### src/rtl/decimal_entry_pkg.sv
// Shared types and constants for the decimal entry block: FSM states,
// digit/button indexing and the BCD accumulate helper.
package decimal_entry_pkg;

    typedef enum logic [1:0] {
        IDLE,
        CONVERT,
        DONE
    } state_t;

    localparam int unsigned NUM_DIGITS  = 4;
    localparam int unsigned NUM_BUTTONS = 5;
    localparam int unsigned BTN_U       = 0;
    localparam int unsigned BTN_D       = 1;
    localparam int unsigned BTN_L       = 2;
    localparam int unsigned BTN_R       = 3;
    localparam int unsigned BTN_C       = 4;

    localparam logic [3:0] BCD_MAX = 4'd9;

    // acc*10 + digit using shifts; inputs are bounded so 14 bits never overflow
    function automatic logic [13:0] mul10_add(input logic [13:0] acc, input logic [3:0] digit);
        return (acc << 3) + (acc << 1) + {10'd0, digit};
    endfunction

endpackage

### src/rtl/decimal_entry_if.sv
// Button inputs and display/value outputs of the decimal entry block.
interface decimal_entry_if;

    logic        btnU;
    logic        btnD;
    logic        btnL;
    logic        btnR;
    logic        btnC;
    logic [15:0] bcd_digits;
    logic [1:0]  cursor;
    logic [15:0] value;
    logic        busy;
    logic        value_valid;

    modport master (
        output btnU, btnD, btnL, btnR, btnC,
        input  bcd_digits, cursor, value, busy, value_valid
    );

    modport slave (
        input  btnU, btnD, btnL, btnR, btnC,
        output bcd_digits, cursor, value, busy, value_valid
    );

endinterface

### src/rtl/decimal_entry_button_debounce.sv
// Raw push-button conditioner: 2-flop synchronizer, stability counter,
// and a one-cycle pulse on each rising edge of the debounced level.
module button_debounce #(
    parameter int unsigned DEBOUNCE_CYCLES = 1_000_000
) (
    input  logic clk,
    input  logic rst_n,
    input  logic raw,
    output logic pulse
);

    localparam int unsigned CW = $clog2(DEBOUNCE_CYCLES);

    logic [1:0]    sync;
    logic          level;
    logic [CW-1:0] cnt;

    always_ff @(posedge clk or negedge rst_n) begin
        if (!rst_n) begin
            sync  <= '0;
            level <= 1'b0;
            cnt   <= '0;
            pulse <= 1'b0;
        end else begin
            sync  <= {sync[0], raw};
            pulse <= 1'b0;
            // Any cycle agreeing with the current level restarts the count
            if (sync[1] != level) begin
                if (cnt == CW'(DEBOUNCE_CYCLES - 1)) begin
                    level <= sync[1];
                    cnt   <= '0;
                    pulse <= sync[1];
                end else begin
                    cnt <= cnt + 1'b1;
                end
            end else begin
                cnt <= '0;
            end
        end
    end

endmodule

### src/rtl/decimal_entry.sv
// Five-button 4-digit BCD editor with commit-time conversion to a
// saturated binary value.
module decimal_entry
    import decimal_entry_pkg::*;
#(
    parameter int unsigned DEBOUNCE_CYCLES = 1_000_000,
    parameter int unsigned MAX_VALUE       = 9999
) (
    input  logic            clk,
    input  logic            rst_n,
    decimal_entry_if.slave  bus
);

    localparam logic [15:0] MAX_V = 16'(MAX_VALUE);

    logic [NUM_BUTTONS-1:0]     raw;
    logic [NUM_BUTTONS-1:0]     pulse;
    logic [NUM_DIGITS-1:0][3:0] digits;
    logic [NUM_DIGITS-1:0][3:0] snap;
    logic [1:0]                 cursor;
    logic [1:0]                 step;
    logic [13:0]                acc;
    logic [13:0]                acc_next;
    logic [15:0]                value;
    logic                       busy;
    logic                       value_valid;
    state_t                     state;

    assign raw[BTN_U] = bus.btnU;
    assign raw[BTN_D] = bus.btnD;
    assign raw[BTN_L] = bus.btnL;
    assign raw[BTN_R] = bus.btnR;
    assign raw[BTN_C] = bus.btnC;

    for (genvar i = 0; i < NUM_BUTTONS; i++) begin : g_btn
        button_debounce #(
            .DEBOUNCE_CYCLES(DEBOUNCE_CYCLES)
        ) u_debounce (
            .clk   (clk),
            .rst_n (rst_n),
            .raw   (raw[i]),
            .pulse (pulse[i])
        );
    end

    assign acc_next = mul10_add(acc, snap[2'd3 - step]);

    always_ff @(posedge clk or negedge rst_n) begin
        if (!rst_n) begin
            state       <= IDLE;
            digits      <= '0;
            snap        <= '0;
            cursor      <= '0;
            step        <= '0;
            acc         <= '0;
            value       <= '0;
            busy        <= 1'b0;
            value_valid <= 1'b0;
        end else begin
            case (state)
                IDLE: begin
                    if (pulse[BTN_C]) begin
                        snap  <= digits;
                        acc   <= '0;
                        step  <= '0;
                        busy  <= 1'b1;
                        state <= CONVERT;
                    end else if (pulse[BTN_U]) begin
                        digits[cursor] <= (digits[cursor] == BCD_MAX) ? 4'd0 : digits[cursor] + 4'd1;
                    end else if (pulse[BTN_D]) begin
                        digits[cursor] <= (digits[cursor] == 4'd0) ? BCD_MAX : digits[cursor] - 4'd1;
                    end else if (pulse[BTN_L]) begin
                        if (cursor != 2'd3) cursor <= cursor + 2'd1;
                    end else if (pulse[BTN_R]) begin
                        if (cursor != 2'd0) cursor <= cursor - 2'd1;
                    end
                end
                CONVERT: begin
                    acc  <= acc_next;
                    step <= step + 2'd1;
                    // Saturated value is registered on entry to DONE so it is visible with value_valid
                    if (step == 2'd3) begin
                        value       <= ({2'b00, acc_next} > MAX_V) ? MAX_V : {2'b00, acc_next};
                        value_valid <= 1'b1;
                        state       <= DONE;
                    end
                end
                DONE: begin
                    value_valid <= 1'b0;
                    busy        <= 1'b0;
                    state       <= IDLE;
                end
                default: state <= IDLE;
            endcase
        end
    end

    assign bus.bcd_digits  = digits;
    assign bus.cursor      = cursor;
    assign bus.value       = value;
    assign bus.busy        = busy;
    assign bus.value_valid = value_valid;

endmodule

### src/flat_wrapper.sv
// flat-port wrapper written by rule: the top's interface ports become plain ports
module decimal_entry_flat import decimal_entry_pkg::*;
#(
    parameter int unsigned DEBOUNCE_CYCLES = 1_000_000,
    parameter int unsigned MAX_VALUE       = 9999
)
  (clk, rst_n, bus_btnU, bus_btnD, bus_btnL, bus_btnR, bus_btnC, bus_bcd_digits, bus_cursor, bus_value, bus_busy, bus_value_valid);
  decimal_entry_if bus_i ();
  input  logic clk;
  input  logic rst_n;
  input wire logic [$bits(bus_i.btnU)-1:0] bus_btnU;
  input wire logic [$bits(bus_i.btnD)-1:0] bus_btnD;
  input wire logic [$bits(bus_i.btnL)-1:0] bus_btnL;
  input wire logic [$bits(bus_i.btnR)-1:0] bus_btnR;
  input wire logic [$bits(bus_i.btnC)-1:0] bus_btnC;
  output wire logic [$bits(bus_i.bcd_digits)-1:0] bus_bcd_digits;
  output wire logic [$bits(bus_i.cursor)-1:0] bus_cursor;
  output wire logic [$bits(bus_i.value)-1:0] bus_value;
  output wire logic [$bits(bus_i.busy)-1:0] bus_busy;
  output wire logic [$bits(bus_i.value_valid)-1:0] bus_value_valid;
  assign bus_i.btnU = bus_btnU;
  assign bus_i.btnD = bus_btnD;
  assign bus_i.btnL = bus_btnL;
  assign bus_i.btnR = bus_btnR;
  assign bus_i.btnC = bus_btnC;
  assign bus_bcd_digits = bus_i.bcd_digits;
  assign bus_cursor = bus_i.cursor;
  assign bus_value = bus_i.value;
  assign bus_busy = bus_i.busy;
  assign bus_value_valid = bus_i.value_valid;
  decimal_entry #(.DEBOUNCE_CYCLES(DEBOUNCE_CYCLES), .MAX_VALUE(MAX_VALUE)) u_core (.clk(clk), .rst_n(rst_n), .bus(bus_i));
endmodule
### config.mk
export PLATFORM = sky130hd
export DESIGN_NAME = decimal_entry_flat
export DESIGN_NICKNAME = d
export VERILOG_FILES = /design/src/rtl/decimal_entry_pkg.sv /design/src/rtl/decimal_entry_if.sv /design/src/rtl/decimal_entry_button_debounce.sv /design/src/rtl/decimal_entry.sv /design/src/flat_wrapper.sv
export SDC_FILE = /design/constraint.sdc
export NUM_CORES = 1
export LEC_CHECK = 0
export CORE_MARGIN = 5
export CORE_UTILIZATION = 40
export CTS_CLUSTER_SIZE = 40
export DETAILED_ROUTE_END_ITERATION = 12
export MAX_ROUTING_LAYER = met4
export PLACE_DENSITY = 0.65
export SKIP_CTS_REPAIR_TIMING = 1
export SLEW_MARGIN = 30
export SYNTH_ARGS = -nofsm -noshare
export SYNTH_HDL_FRONTEND = slang
export SYNTH_HIERARCHICAL = 1
export SYNTH_SLANG_ARGS = --single-unit
export TNS_END_PERCENT = 5
### constraint.sdc
create_clock -name clk -period 10.8 [get_ports clk]
set_input_delay 2.7 -clock clk [delete_from_list [all_inputs] [get_ports clk]]
set_output_delay 2.7 -clock clk [all_outputs]
set_load 0.005 [all_outputs]
# ---- Word level (Yosys, flattened, before mapping)
# Index checks and enable logic that the tools add are counted.
dict set report op_classes {
  muxes 48
  n_bitwise 3
  order_cmp 4
  n_eq_ne 18
  reduce_logical 23
  multipliers 0
  shift 0
  n_div 0
  add_sub_neg 13
}
# cell n
set ops {}
lappend ops {{20-bit 2-to-1 mux} 10}
lappend ops {{20-bit by 1-bit adder with 20-bit output (second input constant)} 5}
lappend ops {{20-bit equality test (second input constant)} 5}
lappend ops {{16-bit bitwise mux} 2}
lappend ops {{16-bit 2-to-1 mux} 2}
lappend ops {{13-bit case mux with 2 select lines} 1}
lappend ops {{2-bit AND reduction} 11}
lappend ops {{4-bit 2-to-1 mux} 5}
lappend ops {{4-bit binary-select mux with 2-bit select} 2}
lappend ops {{14-bit adder} 1}
lappend ops {{14-bit by 4-bit adder with 14-bit output} 1}
lappend ops {{14-bit > comparator (second input constant)} 1}
lappend ops {{14-bit 2-to-1 mux} 1}
lappend ops {{2-bit 2-to-1 mux} 7}
lappend ops {{2-bit nonzero test} 7}
lappend ops {{13-bit 2-to-1 mux} 1}
lappend ops {{1-bit 2-to-1 mux} 12}
lappend ops {{4-bit demux with 2-bit select} 1}
lappend ops {{2-bit case mux with 2 select lines} 2}
lappend ops {{7-bit AND reduction} 1}
lappend ops {{2-bit by 3-bit < comparator with 1-bit output (second input constant)} 2}
lappend ops {{1-bit != test} 5}
lappend ops {{2-bit by 1-bit adder with 2-bit output (second input constant)} 2}
lappend ops {{4-bit by 1-bit adder with 4-bit output (second input constant)} 1}
lappend ops {{15 further kinds} 21}
dict set report totals {
  latch_bits 0
  romBits 0
  ram_bits 0
  register_bits 189
  in_bits 7
  n_memories 0
  out_inout_bits 36
  word_cells 144
}

# ---- Depth between registers and ports, before layout
# Gate-level depths: netlist of the first run.
dict set report depth {
  word_depth 7
  mapped_depth 13
  mapped_depth_nobuf 12
}

# ---- By module
# Netlist of the first run, hierarchy kept.
# mod n_inst cells_each seq_area_each_um2 area_each_um2
set modules_own_cells {}
lappend modules_own_cells {button_debounce 5 107 600.6 1184.9}
lappend modules_own_cells {decimal_entry 1 348 1676.6 3822.4}

# ---- Least setup slack after synthesis of the first run
# Ideal clock, no wire load.
dict set report synth_timing {
  path_kind {flip-flop to flip-flop}
  startpoint {register u_core.step[0]}
  endpoint {register u_core.value[7], in the netlist u_core/bus.value[7]}
  n_path_buf 1
  synth_period_minus_slack_ps 3830
  path_stages_with_launch 13
  required_ps 10662
  setup_slack_ps 6970
  setup_time_ps 138
  t_arrival_ps 3691
  path_cell_list {dfrtp_1 clkbuf_1 mux4_2 inv_1 fa_1 fa_1 and2b_4 o2111ai_4 and3_1 or3_4 a2111oi_4 o22a_4 o21ai_0}
}
dict set report synth_via {
  elab_chain_len 6
  elab_cells_between_ends 8
  classes_between {2 x add/sub; 1 x order compare; 1 x eq/ne; 3 x mux; 1 x reduce/logical}
}
# item line
set synth_lines {}
lappend synth_lines {{from (decl)} decimal_entry.sv:21} ;# logic [1:0] step;
lappend synth_lines {{from (signal assigned)} decimal_entry.sv:80} ;# step <= step + 2'd1;
lappend synth_lines {{2-bit subtractor} decimal_entry.sv:46} ;# assign acc_next = mul10_add(acc, snap[2'd3 - step]);
lappend synth_lines {{4-bit binary-select mux with 2-bit select} decimal_entry.sv:46}
lappend synth_lines {{4-bit 2-to-1 mux (implied by the code)} decimal_entry.sv:46}
lappend synth_lines {{14-bit by 4-bit adder with 14-bit output} decimal_entry_pkg.sv:23} ;# return (acc << 3) + (acc << 1) + {10'd0, digit};
lappend synth_lines {{14-bit > comparator} decimal_entry.sv:83} ;# value <= ({2'b00, acc_next} > MAX_V) ? MAX_V : {2'b00, acc_next};
lappend synth_lines {{14-bit 2-to-1 mux} decimal_entry.sv:83}
lappend synth_lines {{to (signal assigned)} decimal_entry.sv:83}
lappend synth_lines {{to (decl)} decimal_entry.sv:24} ;# logic [15:0] value;
# Several ways; a longest one is shown, not always the timed one. The select of a mux whose other input is x is not followed.
# A chain may end at the register's enable or synchronous reset.

# ---- Final worst setup path of the first run
dict set report layout_timing {
  startpoint {register u_core.cursor[0], in the netlist u_core/bus.cursor[0]}
  endpoint {output port bus_cursor[0]}
}
# item line
set layout_rtl {}
lappend layout_rtl {{from (decl)} decimal_entry.sv:20} ;# logic [1:0] cursor;
lappend layout_rtl {{from (signal assigned)} decimal_entry.sv:73} ;# if (cursor != 2'd3) cursor <= cursor + 2'd1;
lappend layout_rtl {{from (signal assigned)} decimal_entry.sv:75} ;# if (cursor != 2'd0) cursor <= cursor - 2'd1;
lappend layout_rtl {{to (decl)} flat_wrapper.sv:17} ;# output wire logic [$bits(bus_i.cursor)-1:0] bus_cursor;
# No word-level cell between the ends.

==> results.tsv, run 1 <==
stage	metric	value	unit
outcome	status	complete, no violations	
place	dpl.hpwl	13.16	mm
critical_path	crit_family	flip-flops	
clock_tree	clk_pin_slew	0.07	ns
hold_path	whs_endpoint	u_core/g_btn[4].u_debounce/sync[1]$_DFF_PN0_	
logic_synthesis	synth-seq-cells	187	
timing	skew	0.01200	ns
critical_path	critPathMaxStageDelay	0.66	ns
logic_synthesis	ys_top_cells_by_count	dfrtp_1, nor2_1, nand2_1	
critical_path	crit_arrival	1.72	ns
logic_synthesis	synth.most_common_cell	dfrtp_1	
hold_path	min-delay-start	u_core/g_btn[4].u_debounce/sync[0]$_DFF_PN0_	
layout	final_area	11100	um^2
floorplanning	core	24180	um^2
power_and_ir_drop	irDropWorstVdd	0.08199	mV
timing	rsz0062_at_grt	false	
logic_synthesis	syn-cell-area	9747	um^2
layout	syn2layout_area_growth	13.89	%
critical_path	cp_data_required_time	8.10	ns
detailed_routing	drt_iter0_markers	383	
critical_path	crit_path_end_kind	primary output	
logic_synthesis	synthTopCellsByArea	dfrtp_1, ha_1, mux2_2, xor2_1, nor2_1	
clock_tree	clock_latency	0.43	ns
detailed_routing	wire_per_inst	15.29	um
clock_tree	clkSinkCount	187	
critical_path	cp_num_buf_inv	1	
timing	fmax	0.2262	GHz
clock_tree	clock-root-buffer	clkbuf_16	
timing	worst_pin_slew	0.8474	ns
detailed_routing	ant_nets	0	
floorplanning	fp.dieW	166.1	um
global_routing	grt_pass1_wl	32.54	mm
detailed_routing	drtPass1Iterations	5	
critical_path	r2r_end	u_core/bus.value[6]$_DFFE_PN0P_	
timing	slew_viol_final	0	
floorplanning	die_h	166.1	um
critical_path	critPathLaunchType	flip-flop	
global_routing	grt_pass1_vias	6465	
place	gp_congestion	0.7874	
logic_synthesis	yosysWarnings	6	
critical_path	cp_cell_sequence	clkdlybuf4s50_1	
logic_synthesis	synth_ff_type	dfrtp_1	
place	placed_area	10450	um^2
floorplanning	initial_core_util	0.4031	
timing	fin_crit	4.422	ns
logic_synthesis	async_flop_share	1.000	
job	maxCapViolCount	0	
global_routing	antenna_found_initial	0	
critical_path	reg2reg_depth	11	
detailed_routing	routed_wl	19.32	mm
hold_path	hp-class	flip-flop to flip-flop	
logic_synthesis	synth_top_area_share	0.4801	
timing	post-route-period-util	0.4094	
critical_path	rr_startpoint	u_core/step[0]$_DFFE_PN0P_	
global_routing	grt_max_degree	114	
global_routing	grt_overflow	0	
critical_path	critPathMaxFanout	12	
clock_tree	cts_buffers	17	
detailed_routing	vias	6714	
layout	final_nets	966	
clock_tree	tritoncts	done	
timing	finalSetupViolations	0	
floorplanning	num_io_pins	43	
logic_synthesis	synth_edf_count	0	
detailed_routing	via_per_inst	5.316	
critical_path	crit_type	flip-flop to primary output	
timing	setup_tns	0	ns
critical_path	crit_slowest_cell	dfrtp_1	
logic_synthesis	yosysSeqAreaShare	0.4801	
critical_path	r2r_slack	6.90	ns
layout	diodes	0	
logic_synthesis	synthCells	883	
timing	relSlewSlack	0.4307	
clock_tree	htreeDepth	4	
layout	drive_above_1_share	0.1565	
logic_synthesis	syn_area_per_cell	11.04	um^2
floorplanning	dieArea	27590	um^2
floorplanning	rows	57	
logic_synthesis	yosys.area.top_type	dfrtp_1	
power_and_ir_drop	p_leak	4.746	nW
hold_path	whs_path_depth	0	
clock_tree	clock_path_buffers	2	
logic_synthesis	synth_cell_type_count	64	
power_and_ir_drop	powerDensity	124.4	nW/um^2
timing	finalHoldViolations	0	
global_routing	grt_usage	0.1450	
place	port_buffers	40	
detailed_routing	drcViolationCount	0	
layout by cell type (no fill, tap or decap), types with 5 or more instances in the layout:
cell / netlist / routed
nand4_1: 12 / 12
or3_1: 5 / 5
and3_1: 19 / 19
clkbuf_16: 0 / 17
o31ai_1: 21 / 21
nor2_1: 92 / 92
nand4bb_1: 5 / 5
mux2_4: 5 / 5
nor3_1: 14 / 14
or3_4: 6 / 6
nand3_2: 10 / 10
a21o_1: 5 / 5
a31oi_1: 7 / 7
o41ai_4: 5 / 5
ha_1: 31 / 31
o21ai_0: 22 / 22
nor3b_1: 7 / 7
and4_1: 10 / 10
nand4_2: 10 / 10
o22ai_1: 11 / 11
nor4_1: 5 / 5
xnor2_1: 38 / 38
mux4_2: 7 / 7
xor2_1: 40 / 40
nand3_1: 31 / 31
or2_1: 5 / 5
or4_4: 5 / 5
dfrtp_1: 187 / 187
nor4_2: 10 / 10
clkdlybuf4s50_1: 0 / 39
inv_1: 24 / 24
mux2i_1: 9 / 9
nand2_1: 72 / 72
nor2b_1: 5 / 5
or4_1: 15 / 15
mux2_2: 33 / 33
a21oi_1: 39 / 39
nor4bb_1: 5 / 5
power by group:
group	total (mW)	internal [mW]	switching, mW
sequential	0.712	0.706	0.00563
combinational	0.0352	0.0110	0.0241
clock	0.633	0.352	0.281
total	1.38	1.07	0.311
flip-flops by register name (all words and copies together), names as in the netlist:
signal and count:
u_core/step 2, u_core/bus.cursor 2, u_core/g_btn.u_debounce/level 5, u_core/bus.busy 1
u_core/snap 16, u_core/acc 13, u_core/g_btn.u_debounce/sync 10, u_core/bus.value_valid 1
u_core/g_btn.u_debounce/cnt 100, u_core/g_btn.u_debounce/pulse 5, u_core/bus.value 14, u_core/state 2
u_core/bus.bcd_digits 16
per-layer routing:
metal / vias up / track usage / wire length (um)
li1: 3295 / - / -
met1: 3306 / 0.1964 / 9247
met2: 98 / 0.2156 / 9066
met3: 15 / 0.03642 / 838
met4: 0 / 0.04555 / 163
met5: - / - / 0
area by class of cell:
class	count	area (um^2)
well taps	324	405.4
inverters	24	90.09
flip-flops and latches	187	4679
clock inverters	14	161.4
multi-input cells	649	4852
clock buffers	18	439.2
fillers	2207	13080
repair buffers	47	473.0
per-stage QoR:
step / setup slack, ns / utilization / instances / hold slack [ns] / total power, mW
after floorplan: 6.970 / - / 884 / 0.3312 / 0.7397
after global placement: 6.343 / 0.4321 / 1226 / 0.3311 / 0.7594
after detailed placement: 6.322 / 0.4321 / 1226 / 0.3358 / 0.7597
after CTS: 6.345 / 0.4569 / 1258 / 0.3509 / 1.397
after global routing: 6.270 / 0.4591 / 1263 / 0.3546 / 1.439
final: 6.378 / 0.4591 / 1263 / 0.3475 / 1.380
how the worst max path moves through the flow:
stage                                           from                              endpoint  slack (ns)  depth (start not counted)
floorplan                 u_core/step[0]$_DFFE_PN0P_       u_core/bus.value[7]$_DFFE_PN0P_        6.97                         12
global placement                               rst_n  u_core/bus.bcd_digits[2]$_DFFE_PN0P_        6.34                          2
detailed placement                             rst_n  u_core/bus.bcd_digits[1]$_DFFE_PN0P_        6.32                          2
CTS                 u_core/bus.cursor[0]$_DFFE_PN0P_                         bus_cursor[0]        6.35                          1
global route        u_core/bus.cursor[0]$_DFFE_PN0P_                         bus_cursor[0]        6.27                          1
finish              u_core/bus.cursor[0]$_DFFE_PN0P_                         bus_cursor[0]        6.38                          1
logic make-up after synthesis:
kind of cell    Yosys count  share of synthesized area
simple gates            350                     0.2098
fa+ha+maj                33                    0.04390
other cells               1                  0.0003847
xor+xnor                 78                    0.07009
mux                      54                    0.07125
buf+inv                  48                    0.02246
flops                   187                     0.4801
compound gates          132                     0.1021
Power figures use the tool's default switching activity.
==> run 2: changes to the inputs <==
==> constraint.sdc (replaced) <==
create_clock -name clk -period 4.2 [get_ports clk]
set_input_delay 1.05 -clock clk [delete_from_list [all_inputs] [get_ports clk]]
set_output_delay 1.05 -clock clk [all_outputs]
set_load 0.005 [all_outputs]
==> run 2 against run 1 <==
Cell count about the same. Core utilization about the same. Hold slack improved by 0.0012 ns. Count of clock-buffer cells in the layout increased by 6. Non-clock buffer count increased by 1. Worst setup slack got worse by 6.1 ns. Critical path type is now flip-flop to flip-flop. Critical endpoint is now u_core/bus.value[6]$_DFFE_PN0P_.
==> results.tsv, run 2 (synthesized netlist as in run 1, its figures left out) <==
stage	metric	value	unit
global_routing	met3_usage	0.03642	
clock_tree	clk_pin_slew	0.07	ns
critical_path	critPathLaunchType	flip-flop	
global_routing	grt-busiest-layer	met2	
outcome	status	complete, no violations	
floorplanning	dieArea	27590	um^2
critical_path	cp_cell_sequence	mux4_2 > inv_1 > fa_1 > fa_1 > and2b_4 > o2111ai_4 > and3_1 > or3_4 > a2111oi_4 > o22a_4 > o21ai_0	
timing	fin_crit	3.934	ns
detailed_routing	vias	6751	
clock_tree	clock_path_buffers	2	
critical_path	crit_path_end_kind	flip-flop	
critical_path	cp_data_required_time	4.49	ns
place	port_buffers	40	
power_and_ir_drop	p_leak	4.740	nW
critical_path	critPathMaxFanout	8	
detailed_routing	ant_nets	0	
layout	diodes	0	
timing	skew	0.01132	ns
power_and_ir_drop	irDropWorstVdd	0.2237	mV
global_routing	antenna_found_initial	0	
job	maxCapViolCount	0	
power_and_ir_drop	p_switching	0.7730	mW
global_routing	grt_pass1_wl	33.47	mm
timing	rsz0062_at_grt	false	
layout	drive_above_1_share	0.1553	
clock_tree	clkSinkCount	187	
layout	layout_common_cells	dfrtp_1, nor2_1, nand2_1	
floorplanning	initial_core_util	0.4031	
global_routing	grt_max_degree	105	
global_routing	grt_overflow	0	
timing	fmax	0.2542	GHz
detailed_routing	drt_iter0_markers	375	
power_and_ir_drop	switching_share	0.2196	
floorplanning	num_io_pins	43	
timing	setup_tns	0	ns
place	gp_congestion	0.8108	
floorplanning	fp.dieW	166.1	um
layout	largest_register_ffs	100	
global_routing	grt_usage	0.1491	
global_routing	grtUsageMet1	0.2040	
place	dpl.hpwl	13.49	mm
detailed_routing	routed_wl	19.63	mm
floorplanning	rows	57	
timing	post-route-period-util	0.9367	
clock_tree	clock-root-buffer	clkbuf_16	
timing	relSlewSlack	0.4855	
timing	worst_pin_slew	0.7659	ns
floorplanning	die_h	166.1	um
power_and_ir_drop	clkPwrFrac	0.454	
critical_path	crit_arrival	4.22	ns
detailed_routing	wire_per_inst	15.53	um
power_and_ir_drop	internal-power	2.747	mW
detailed_routing	drcViolationCount	0	
power_and_ir_drop	combPwrFrac	0.026	
critical_path	crit_type	flip-flop to flip-flop	
critical_path	critPathMaxStageDelay	0.55	ns
floorplanning	core	24180	um^2
layout	final_nets	967	
detailed_routing	via_per_inst	5.341	
clock_tree	htreeDepth	4	
clock_tree	clock_latency	0.43	ns
global_routing	grt_pass1_vias	6476	
layout	final_common_cell	dfrtp_1	
critical_path	crit_slowest_cell	mux4_2	
clock_tree	tritoncts	done	
timing	finalHoldViolations	0	
global_routing	met2_usage	0.2259	
timing	finalSetupViolations	0	
clock_tree	cts_buffers	17	
detailed_routing	drtPass1Iterations	5	
layout	post-route-util	0.4590	
layout	top_register	u_core/g_btn.u_debounce/cnt	
power_and_ir_drop	power_frac_seq	0.520	
hold_path	hp-class	flip-flop to flip-flop	
timing	slew_viol_final	0	
power_and_ir_drop	powerDensity	317.2	nW/um^2
layout	syn2layout_area_growth	13.85	%
critical_path	cpMostUsedCell	fa_1	
## run 2: cell count changes in the layout (fill, tap and decap cells not counted), sizes merged
cell / change
clkinvlp: +1
clkinv: -3
bufinv: -1
clkbuf: +7
inv: -3
## run 2: area by class of cell
class | instances | area [um^2]
clock buffers | 24 | 501.7
clock inverters | 8 | 83.83
fillers | 2214 | 13080
inverters | 24 | 90.09
multi-input cells | 649 | 4852
flip-flops and latches | 187 | 4679
well taps | 324 | 405.4
repair buffers | 48 | 484.2
## run 2: path summary, 6_finish.rpt
path / start / to / slack, ns / cells after the start
worst max-delay path: u_core/step[0]$_DFFE_PN0P_ / u_core/bus.value[6]$_DFFE_PN0P_ / 0.27 / 11
worst min-delay path: u_core/g_btn[2].u_debounce/sync[0]$_DFF_PN0_ / u_core/g_btn[2].u_debounce/sync[1]$_DFF_PN0_ / 0.35 / 0
worst max register to register: u_core/step[0]$_DFFE_PN0P_ / u_core/bus.value[6]$_DFFE_PN0P_ / 0.27 / 11
worst min register to register: u_core/g_btn[2].u_debounce/sync[0]$_DFF_PN0_ / u_core/g_btn[2].u_debounce/sync[1]$_DFF_PN0_ / 0.35 / 0
max in group asynchronous: rst_n / u_core/g_btn[0].u_debounce/cnt[7]$_DFF_PN0_ / 2.71 / 2
min in group asynchronous: rst_n / u_core/g_btn[2].u_debounce/cnt[14]$_DFF_PN0_ / 0.50 / 1
## run 2: metal layers
metal | part of all wire | vias up
met5 | 0 | -
met4 | 0.0080 | 0
met3 | 0.045 | 13
met2 | 0.46 | 107
met1 | 0.49 | 3338
li1 | - | 3293
## run 2: metrics by stage
| stage | worst slack [ns] | total power [mW] | hold WS (ns) | cells | cell area (um^2) |
|---|---|---|---|---|---|
| after detailed placement | 0.2754 | 1.957 | 0.3365 | 1227 | 10470 |
| after CTS | 0.2612 | 3.567 | 0.3517 | 1259 | 11050 |
| after floorplan | 0.3704 | 1.902 | 0.3312 | 884 | 9751 |
| final | 0.2659 | 3.520 | 0.3486 | 1264 | 11100 |
| after global routing | 0.08353 | 3.668 | 0.3586 | 1264 | 11100 |
| after global placement | 0.3305 | 1.955 | 0.3330 | 1227 | 10470 |
## run 2: power by group through the flow
stage	combinational, mW	clock [mW]	sequential, mW
2_1_floorplan	0.0399	0	1.86
3_3_place_gp	0.0901	0	1.86
3_5_place_dp	0.0912	0	1.87
4_1_cts	0.0917	1.64	1.83
5_1_grt	0.108	1.73	1.83
6_report	0.0915	1.60	1.83
## run 2: worst max-delay path: cells and delay by family, from the launching register on
kind / cells / cell delay, ns
AO/OA/AOI/OAI: 4 / 0.81
adder cells (fa/ha/maj): 2 / 0.92
AND/OR/NAND/NOR: 3 / 0.89
flip-flops: 1 / 0.54
multiplexers: 1 / 0.55
buffers and inverters: 1 / 0.08
==> run 3: changes to the inputs <==
--- a/config.mk
+++ b/config.mk
@@ -9,6 +9,7 @@
 export CORE_UTILIZATION = 40
 export CTS_CLUSTER_SIZE = 40
 export DETAILED_ROUTE_END_ITERATION = 12
+export GPL_TIMING_DRIVEN = 0
 export MAX_ROUTING_LAYER = met4
 export PLACE_DENSITY = 0.65
 export SKIP_CTS_REPAIR_TIMING = 1
==> run 3 against run 2 <==
Core utilization rose by 0.56 points. Design area up 1.2%. Critical path type unchanged. Cell count up 1.3%. Non-clock buffer count rose by 17. Sequential power about the same. Critical endpoint unchanged.
==> results.tsv, run 3 (synthesized netlist as in run 1, its figures left out) <==
stage	metric	value	unit
timing	worst_pin_slew	0.6946	ns
layout	final_common_cell	dfrtp_1	
place	dpl.hpwl	13.94	mm
outcome	status	complete, no violations	
layout	largest_register_ffs	100	
critical_path	crit_family	simple AND/OR/NAND/NOR gates	
power_and_ir_drop	p_leak	4.814	nW
floorplanning	initial_core_util	0.4031	
global_routing	antenna_found_initial	0	
critical_path	r2r_slack	0.22	ns
detailed_routing	wire_per_inst	15.33	um
layout	syn2layout_area_growth	15.24	%
critical_path	critPathMaxStageDelay	0.56	ns
global_routing	grt_pass1_wl	33.75	mm
timing	finalHoldViolations	0	
timing	fmax	0.2511	GHz
detailed_routing	ant_nets	0	
critical_path	critPathLaunchType	flip-flop	
clock_tree	clk_pin_slew	0.07	ns
detailed_routing	via_per_inst	5.319	
clock_tree	tritoncts	done	
floorplanning	die_h	166.1	um
job	maxCapViolCount	0	
critical_path	crit_type	flip-flop to flip-flop	
critical_path	crit_start	u_core/step[0]$_DFFE_PN0P_	
layout	layout_common_cells	dfrtp_1, nor2_1, nand2_1	
timing	relSlewSlack	0.5334	
critical_path	cp_num_buf_inv	1	
clock_tree	clock_path_buffers	2	
floorplanning	rows	57	
timing	finalSetupViolations	0	
layout	final_nets	984	
floorplanning	fp.dieW	166.1	um
detailed_routing	drtPass1Iterations	5	
place	placed_area	10620	um^2
timing	rsz0062_at_grt	false	
power_and_ir_drop	powerDensity	321.8	nW/um^2
critical_path	crit_arrival	4.28	ns
layout	diodes	0	
timing	slew_viol_final	0	
hold_path	min-delay-start	u_core/g_btn[4].u_debounce/sync[0]$_DFF_PN0_	
critical_path	cp_data_required_time	4.50	ns
critical_path	crit_slowest_cell	dfrtp_1	
detailed_routing	drcViolationCount	0	
global_routing	met3_usage	0.03333	
timing	skew	0.009215	ns
detailed_routing	vias	6813	
critical_path	cp_cell_sequence	mux4_2 > inv_1 > fa_1 > fa_1 > and2b_4 > o2111ai_4 > and3_1 > or3_4 > a2111oi_4 > o22a_4 > o21ai_0	
layout	top_register	u_core/g_btn.u_debounce/cnt	
global_routing	met2_usage	0.2280	
place	gp_congestion	0.8689	
floorplanning	dieArea	27590	um^2
global_routing	grt-busiest-layer	met2	
layout	post-route-util	0.4646	
global_routing	grt_max_degree	74	
clock_tree	htreeDepth	4	
hold_path	hp-class	flip-flop to flip-flop	
timing	post-route-period-util	0.9480	
floorplanning	num_io_pins	43	
clock_tree	clock-root-buffer	clkbuf_16	
layout	drive_above_1_share	0.1599	
critical_path	rr_startpoint	u_core/step[0]$_DFFE_PN0P_	
critical_path	cpMostUsedCell	fa_1	
place	port_buffers	40	
clock_tree	clock_latency	0.43	ns
timing	fin_crit	3.982	ns
critical_path	critPathMaxFanout	8	
clock_tree	clkSinkCount	187	
global_routing	grt_pass1_vias	6655	
global_routing	grt_usage	0.1497	
place	pre_cts_ws	0.02730	ns
detailed_routing	routed_wl	19.64	mm
hold_path	whs_path_depth	0	
critical_path	reg2reg_depth	11	
detailed_routing	drt_iter0_markers	371	
floorplanning	core	24180	um^2
critical_path	r2r_end	u_core/bus.value[6]$_DFFE_PN0P_	
clock_tree	cts_buffers	17	
global_routing	grtUsageMet1	0.2055	
critical_path	crit_path_end_kind	flip-flop	
global_routing	grt_overflow	0	
timing	fin_ws	0.2182	ns
power_and_ir_drop	irDropWorstVdd	0.2865	mV
layout	final_area	11230	um^2
hold_path	whs_endpoint	u_core/g_btn[4].u_debounce/sync[1]$_DFF_PN0_	
run 3: changes by cell type in the layout (fill, tap and decap cells not counted), moves of 3 or more:
cell / before / now
clkbuf_1: 2 / 9
buf_1: 0 / 3
clkbuf_8: 6 / 2
buf_2: 0 / 4
run 3: report_power, final:
group / leakage (nW) / internal (mW) / switching, mW / total, mW
sequential: 2.58 / 1.82 / 0.0149 / 1.83
clock: 0.297 / 0.976 / 0.710 / 1.69
combinational: 1.94 / 0.0329 / 0.0637 / 0.0966
total: 4.81 / 2.83 / 0.789 / 3.61
run 3: cell type report:
class | instances | area, um^2
Tap cell | 324 | 405.4
Sequential cell | 187 | 4679
Clock buffer | 20 | 456.7
Fill cell | 2184 | 12940
Multi-Input combinational cell | 649 | 4852
Timing Repair Buffer | 42 | 460.4
Clock inverter | 12 | 162.7
Buffer | 23 | 125.1
Inverter | 24 | 90.09
run 3: worst register-to-register path, delay by kind of cell, from the launching register on:
| family | cells | cell delay (ns) |
|---|---|---|
| DFF | 1 | 0.56 |
| buffers and inverters | 1 | 0.08 |
| and+or+nand+nor | 3 | 0.93 |
| AOI/OAI and AO/OA | 4 | 0.81 |
| adders and majority gates | 2 | 0.92 |
| muxes | 1 | 0.55 |
run 3: through the flow:
stage | instances | hold slack [ns] | setup TNS, ns | total power, mW
global placement | 1248 | 0.3315 | -1093.86 | 1.959
floorplan | 884 | 0.3312 | 0 | 1.902
global route | 1281 | 0.3542 | 0 | 3.757
detailed placement | 1250 | 0.3364 | 0 | 1.967
finish | 1281 | 0.3494 | 0 | 3.615
CTS | 1282 | 0.3522 | 0 | 3.666
run 3: worst max path at each step:
stage                                              endpoint  depth (start not counted)
2_1_floorplan               u_core/bus.value[7]$_DFFE_PN0P_                         12
5_1_grt                     u_core/bus.value[6]$_DFFE_PN0P_                         11
4_1_cts                     u_core/bus.value[6]$_DFFE_PN0P_                         12
3_3_place_gp   u_core/g_btn[4].u_debounce/cnt[11]$_DFF_PN0_                          1
6_report                    u_core/bus.value[6]$_DFFE_PN0P_                         11
3_5_place_dp                u_core/bus.value[6]$_DFFE_PN0P_                         12
run 3: routing by layer:
layer  up-vias  routed length [um]  share of wire
met3        13                 765          0.039
met5         -                   0              0
li1       3326                   -              -
met1      3371                9542           0.49
met4         0                 171         0.0087
met2       103                9161           0.47
